==> src/rtl/even_parity_pkg.sv <==
// Shared types and line constants for the even-parity serial receiver.
// Imported by the receiver top and its parity checker.
package even_parity_pkg;

   typedef enum logic [1:0] {
      IDLE   = 2'd0,
      DATA   = 2'd1,
      PARITY = 2'd2,
      STOP   = 2'd3
   } rx_state_t;

   localparam logic START_BIT = 1'b0;
   localparam logic STOP_BIT  = 1'b1;

endpackage

==> src/rtl/even_parity_checker.sv <==
// Combinational even-parity check over a data+parity vector.
// err is high when the vector holds an odd number of ones.
module even_parity_checker #(
   parameter int W = 5
) (
   input  logic [W-1:0] bits,
   output logic         err
);

   // Reduction XOR: zero for an even count of ones
   always_comb begin
      err = ^bits;
   end

endmodule

==> src/rtl/even_parity_serial_rx.sv <==
// Even-parity serial receiver: start, DATA_W bits LSB first, parity, stop.
// Advances only on bit_valid strobes; reports each frame with a data_valid pulse.
module even_parity_serial_rx
   import even_parity_pkg::*;
#(
   parameter int DATA_W = 4
) (
   input  logic              clk,
   input  logic              rst_n,
   input  logic              bit_valid,
   input  logic              rx_bit,
   output logic [DATA_W-1:0] data_out,
   output logic              data_valid,
   output logic              parity_err,
   output logic              frame_err,
   output logic              busy
);

   localparam int CNT_W = $clog2(DATA_W) + 1;
   localparam logic [CNT_W-1:0] LAST = CNT_W'(DATA_W - 1);

   rx_state_t         state;
   logic [CNT_W-1:0]  cnt;
   logic [DATA_W-1:0] shreg;
   logic [DATA_W-1:0] shreg_nxt;
   logic              par;
   logic              perr_c;

   even_parity_checker #(
      .W(DATA_W + 1)
   ) u_chk (
      .bits({shreg, par}),
      .err (perr_c)
   );

   // Place the incoming bit at the position selected by the bit counter
   always_comb begin
      shreg_nxt = shreg;
      for (int i = 0; i < DATA_W; i++) begin
         if (cnt == CNT_W'(i)) begin
            shreg_nxt[i] = rx_bit;
         end
      end
   end

   // Frame FSM, bit counter and shift register; idle strobes hold everything
   always_ff @(posedge clk) begin
      if (!rst_n) begin
         state <= IDLE;
         cnt   <= '0;
         shreg <= '0;
         par   <= 1'b0;
      end else if (bit_valid) begin
         unique case (state)
            IDLE: begin
               if (rx_bit == START_BIT) begin
                  state <= DATA;
                  cnt   <= '0;
               end
            end
            DATA: begin
               shreg <= shreg_nxt;
               if (cnt == LAST) begin
                  state <= PARITY;
               end else begin
                  cnt <= cnt + 1'b1;
               end
            end
            PARITY: begin
               par   <= rx_bit;
               state <= STOP;
            end
            STOP: begin
               state <= IDLE;
            end
            default: begin
               state <= IDLE;
            end
         endcase
      end
   end

   // Result registers update only on the stop strobe; data_valid is a 1-cycle pulse
   always_ff @(posedge clk) begin
      if (!rst_n) begin
         data_out   <= '0;
         data_valid <= 1'b0;
         parity_err <= 1'b0;
         frame_err  <= 1'b0;
      end else begin
         data_valid <= 1'b0;
         if (bit_valid && state == STOP) begin
            data_out   <= shreg;
            parity_err <= perr_c;
            frame_err  <= (rx_bit != STOP_BIT);
            data_valid <= 1'b1;
         end
      end
   end

   // Busy spans the frame from the accepted start bit to the stop strobe
   always_comb begin
      busy = (state != IDLE);
   end

endmodule

==> config.mk <==
export PLATFORM = sky130hd
export DESIGN_NAME = even_parity_serial_rx
export DESIGN_NICKNAME = d
export VERILOG_FILES = /design/src/rtl/even_parity_pkg.sv /design/src/rtl/even_parity_checker.sv /design/src/rtl/even_parity_serial_rx.sv
export SDC_FILE = /design/constraint.sdc
export NUM_CORES = 1
export LEC_CHECK = 0
export CORE_ASPECT_RATIO = 1.75
export CORE_MARGIN = 3
export CORE_UTILIZATION = 25
export CTS_CLUSTER_DIAMETER = 120
export CTS_CLUSTER_SIZE = 10
export DETAILED_ROUTE_END_ITERATION = 16
export PLACE_DENSITY_LB_ADDON = 0.1
export SLEW_MARGIN = 0
export SYNTH_ARGS = -nofsm -noshare
export SYNTH_HDL_FRONTEND = slang
export SYNTH_HIERARCHICAL = 1
export SYNTH_SLANG_ARGS = --single-unit
==> constraint.sdc <==
create_clock -name clk -period 2.2 [get_ports clk]
set_input_delay 0.22 -clock clk [delete_from_list [all_inputs] [get_ports clk]]
set_output_delay 0.22 -clock clk [all_outputs]
set_load 0.1 [all_outputs]
==> results.txt, run 1 <==
1st-iter DRT viols = 7
Fin Setup TNS = 0 ns
Part of the cycle the worst path needs = 75.7%
Total CTS buffers = 3
Synth-to-layout area growth = 22.0%
Number of core rows = 27
Fraction of layout cells with a size suffix above 1 = 11.7%
Fin. max-slew vios = 0
Vias per cell = 4.34
# setup viols final = 0
DRC viols = 0
Root Buffer = clkbuf_8
Total Die Area = 4210 um2
Resize count post-CTS = 0
CP required = 2.37 ns
Number of port buffers = 11
Longest Clk Path Bufs = 2
Syn Area/Cell = 8.77 um2
Worst setup path end = cnt[0]$_SDFFE_PN0P_
Compound-Gate Fraction of Synth Area = 9.75%
Leading area contributor after synthesis = dfxtp_1
CTS tree = yes
CORE AREA = 3210 um2
Gr usage total = 9.74%
CTS Sinks = 17
Post-Synthesis Cells = 98
Synth top area share = 39.6%
Cells on worst reg2reg path = 5
PD cells = 659 nW/um2
First-pass iteration count of the detailed router = 4
Most frequent cells in the layout = 20 x nand2_1, 17 x dfxtp_1, 10 x buf_4, 9 x nand3_1, 9 x ha_1
Worst Tran Pin Value = 0.311 ns
Maximum clock frequency = 0.601 GHz
CP Max Fanout = 4
Commonest non-fill, non-tap cell in the layout = nand2_1
Multiplexer share of the synthesized area = 9.32%
Simple-gate share of the synthesized area = 18.3%
Clock latency at the later pin of the worst-skew pair = 0.25 ns
Adder-cell area share of the yosys netlist = 13.1%
Tmin final = 1.66 ns
Antenna diodes = 0
RR Startpoint = state[0]$_SDFFE_PN0P_
First-pass GRT wire length = 3130 um
RePlAce Congestion = 0.736
Lkg Pwr = 0.443 nW
Cts hold-fix bufs = 0
Critical path class = flop to flop
CP startpoint kind = flop
Finished Layout Cells = 154
Reg2reg end = cnt[0]$_SDFFE_PN0P_
Die H = 83.6 um
Routed Wire Length = 1760 um
Initial antenna violation count = 0
Synth Cell Area = 860 um2
IO Pins = 12
Relative slew slack = 79.3%
YS warnings = 6
CP Launch Point = state[0]$_SDFFE_PN0P_
Via Count = 668
CP Capture Type = flop
Status = complete, no violations
Largest family of logic cells by synthesized area = simple AND/OR/NAND/NOR gates
Setup Buffers After CTS = 0
MaxCap Viol Count = 0
Final hold violations = 0
Skew final = 0.00199 ns
RSZ-0062 raised after global routing = no
Number of global-route vias before repair = 665
Sequential area share after synthesis = 39.6%
Post-detailed-route count of antenna-violating nets = 0
Initial core utilization = 26.8%
Flops & latches, synth = 17
Syn_nets = 111
Pin count of the biggest net entering global routing = 13
Hold crit path type = flop to flop
Worst vdd ir = 0.329 mV
Hpwl dp = 1380 um
Wire per inst = 11.4 um
Dominant cells by area after synthesis = dfxtp_1 40%, ha_1 13%, mux2i_1 9.3%, nand2_1 8.7%, nand3_1 5.2%
Number of fill cells in the layout = 346
H-tree levels = 1
Post-synth cell types = 21
Post-Place Cells = 150
CP arrival = 1.84 ns
Clock Pin Slew Worst Setup and Hold Paths = 0.07 ns
Nets = 125
Die W = 50.3 um
Gr ovfl total = 0
Reg-to-reg slack, setup = 0.54 ns
XOR/XNOR Fraction of Synth Area = 4.66%
==> kinds of logic after synthesis <==
logic type | count (synthesis)
xor gates and xnor gates | 3
AOI/OAI and AO/OA | 14
muxes | 8
adders and majority gates | 9
DFF | 17
buffers and inverters | 12
and+or+nand+nor | 35
==> report_power, final <==
part	total (mW)	switching [mW]	leakage (nW)	internal [mW]
sequential	0.324	0.00857	0.137	0.316
clock	0.239	0.111	0.0228	0.129
combinational	0.127	0.0838	0.283	0.0435
==> stage by stage <==
stage	util [%]	worst slack (ns)	total power [mW]	hold slack [ns]	instance area, um2
2_1_floorplan	-	0.676	0.426	0.329	860
3_3_place_gp	31.3	0.544	0.461	0.446	1000
3_5_place_dp	31.3	0.528	0.461	0.447	1000
4_1_cts	32.7	0.518	0.707	0.457	1050
5_1_grt	32.7	0.408	0.724	0.485	1050
6_report	32.7	0.535	0.691	0.455	1050
==> sequential cells by signal, indices dropped and copies added (netlist names) <==
name,count
state,2
frame_err,1
data_out,4
data_valid,1
shreg,4
parity_err,1
cnt,3
par,1
==> cells in the mapped netlist, drive strengths merged <==
| cell | instances |
|---|---|
| ha | 9 |
| inv | 7 |
| xor2 | 1 |
| clkbuf | 4 |
| a31oi | 1 |
| a21oi | 8 |
| a311oi | 1 |
| nor2 | 3 |
| clkinv | 1 |
| o21ai | 2 |
| nand3b | 1 |
| nand3 | 9 |
| or4b | 1 |
| nand2 | 20 |
| a211o | 1 |
| dfxtp | 17 |
| xnor2 | 1 |
| xnor3 | 1 |
| mux2i | 8 |
| and3b | 1 |
| a21bo | 1 |
==> cell type report <==
type	instances	area [um2]	share of cell area, %
flip-flops and latches	17	340	32.5
well taps	43	53.8	5.13
repair buffers	13	105	10.0
inverters	8	30.0	2.86
clock buffers	4	45.0	4.30
multi-input cells	69	474	45.2
==> routing by layer <==
metal	vias to the layer above	global-route usage, %	part of all wire [%]
met5	-	0	0
met4	0	5.88	1.2
li1	352	-	-
met3	2	1.61	3.2
met2	11	17.6	56
met1	303	9.95	40
==> worst max-delay path: stages (launching register included) <==
cell,delay [ns]
dfxtp_1,0.39
inv_1,0.08
ha_1,0.24
a21bo_1,0.24
or4b_1,0.46
a31oi_1,0.18
==> worst min-delay path by stage <==
stage | startpoint | end | cells after the start
2_1_floorplan | rx_bit | frame_err$_SDFFE_PN0P_ | 1
4_1_cts | data_out[0]$_SDFFE_PN0P_ | data_out[0]$_SDFFE_PN0P_ | 2
3_5_place_dp | data_out[0]$_SDFFE_PN0P_ | data_out[0]$_SDFFE_PN0P_ | 2
3_3_place_gp | data_out[0]$_SDFFE_PN0P_ | data_out[0]$_SDFFE_PN0P_ | 2
5_1_grt | data_out[0]$_SDFFE_PN0P_ | data_out[0]$_SDFFE_PN0P_ | 2
6_report | data_out[3]$_SDFFE_PN0P_ | data_out[3]$_SDFFE_PN0P_ | 2
Power figures use the tool's default switching activity.
==> inputs of run 2 (changes only) <==
==> constraint.sdc (replaced) <==
create_clock -name clk -period 1.6 [get_ports clk]
set_input_delay 0.16 -clock clk [delete_from_list [all_inputs] [get_ports clk]]
set_output_delay 0.16 -clock clk [all_outputs]
set_load 0.1 [all_outputs]
==> run 2 against run 1 <==
Effect of this change:
- worst setup slack got worse by 0.42 ns
- clock skew about the same
- critical path type unchanged
- largest power group unchanged
- count of clock-buffer cells in the layout unchanged
- global-route usage increased by 0.65 points
- sequential cell count unchanged
==> results.txt, run 2 (synthesis results as in run 1) <==
Antenna diodes = 0
Clock Pin Slew Worst Setup and Hold Paths = 0.07 ns
Initial antenna violation count = 0
Part of the cycle the worst path needs = 92.6%
1st-iter DRT viols = 6
Wire per inst = 11.5 um
CP required = 1.78 ns
Vias per cell = 4.39
Comb power frac = 23.4%
Total Die Area = 4210 um2
Die H = 83.6 um
Synth-to-layout area growth = 41.3%
Critical path class = flop to flop
Hpwl dp = 1500 um
Resize count post-CTS = 0
Cells on worst reg2reg path = 5
Number of port buffers = 11
Nets = 133
CTS Sinks = 17
Hold Path Cell Cnt = 2
# setup viols final = 0
DRC viols = 0
Status = complete, no violations
First-pass iteration count of the detailed router = 4
H-tree levels = 1
Hold crit path type = flop to flop
Int Power = 711 uW
Root Buffer = clkbuf_8
CTS tree = yes
Gr usage total = 10.4%
Switch share = 28.5%
Maximum clock frequency = 0.675 GHz
Worst vdd ir = 0.698 mV
Fraction of layout cells with a size suffix above 1 = 20.2%
Fin util = 37.9%
Post-detailed-route count of antenna-violating nets = 0
Setup Buffers After CTS = 0
Initial core utilization = 26.8%
Final hold violations = 0
Via Count = 711
Gr ovfl total = 0
Fin. max-slew vios = 0
CP Capture Type = flop
Relative slew slack = 79.2%
CP startpoint kind = flop
MaxCap Viol Count = 0
Clock share of power = 32.2%
Lkg Pwr = 0.503 nW
Switching Power = 283 uW
Leading registers by flop count = data_out x4, shreg x4, cnt x3
Fin Setup TNS = 0 ns
Commonest non-fill, non-tap cell in the layout = nand2_1
Number of global-route vias before repair = 722
Routed Wire Length = 1870 um
Overall Power = 994 uW
RePlAce Congestion = 0.711
Number of fill cells in the layout = 334
Clock latency at the later pin of the worst-skew pair = 0.25 ns
CP Max Fanout = 3
Number of core rows = 27
Cts hold-fix bufs = 0
Most frequent cells in the layout = 20 x nand2_1, 16 x dfxtp_1, 10 x buf_4, 9 x nand3_1
CP arrival = 1.66 ns
Tmin final = 1.48 ns
Worst Tran Pin Value = 0.312 ns
RSZ-0062 raised after global routing = no
Longest Clk Path Bufs = 2
PD cells = 818 nW/um2
Total CTS buffers = 3
Die W = 50.3 um
Pin count of the biggest net entering global routing = 13
Seq pwr share = 44.4%
Skew final = 0.00191 ns
CORE AREA = 3210 um2
IO Pins = 12
First-pass GRT wire length = 3360 um
==> run 2: final timing paths <==
kind	from	end	slack, ns
worst max-delay path	state[0]$_SDFFE_PN0P_	cnt[0]$_SDFFE_PN0P_	0.12
worst min-delay path	cnt[2]$_SDFFE_PN0P_	cnt[2]$_SDFFE_PN0P_	0.48
worst max register to register	state[0]$_SDFFE_PN0P_	cnt[0]$_SDFFE_PN0P_	0.12
worst min register to register	cnt[2]$_SDFFE_PN0P_	cnt[2]$_SDFFE_PN0P_	0.48
==> run 2: area by class of cell <==
type / count / area, um2 / share of cell area (%)
Tap cell: 43 / 53.8 / 4.43
Sequential cell: 17 / 342 / 28.1
Inverter: 8 / 30.0 / 2.47
Clock buffer: 4 / 45.0 / 3.71
Multi-Input combinational cell: 69 / 479 / 39.4
Timing Repair Buffer: 21 / 265 / 21.8
==> run 2: power by group through the flow <==
stage          clock (mW)  sequential (mW)  combinational [mW]
6_report            0.320            0.441               0.233
5_1_grt             0.357            0.442               0.254
4_1_cts             0.335            0.440               0.235
3_5_place_dp            0            0.450               0.234
3_3_place_gp            0            0.450               0.232
2_1_floorplan           0            0.455               0.131
==> run 2: worst max-delay path, cell delays in order (launching register included) <==
cell     delay [ns]
dfxtp_2        0.33
inv_1          0.06
ha_2           0.19
a21bo_1        0.21
or4b_1         0.46
a31oi_1        0.17
==> run 2: metrics by stage <==
stage	area [um2]	std cells	hold slack (ns)	setup slack, ns
detailed placement	1160	158	0.477	0.0226
global route	1210	162	0.505	0.00178
global placement	1160	158	0.472	0.0208
finish	1210	162	0.476	0.118
floorplan	860	98	0.269	0.0764
CTS	1210	162	0.487	0.0444
==> run 2: per-layer routing <==
layer	track usage (%)	vias up	wire length (um)
li1	-	367	-
met1	10.6	329	723
met2	19.6	11	1050
met3	1.79	4	63
met4	4.41	0	30
met5	0	-	0
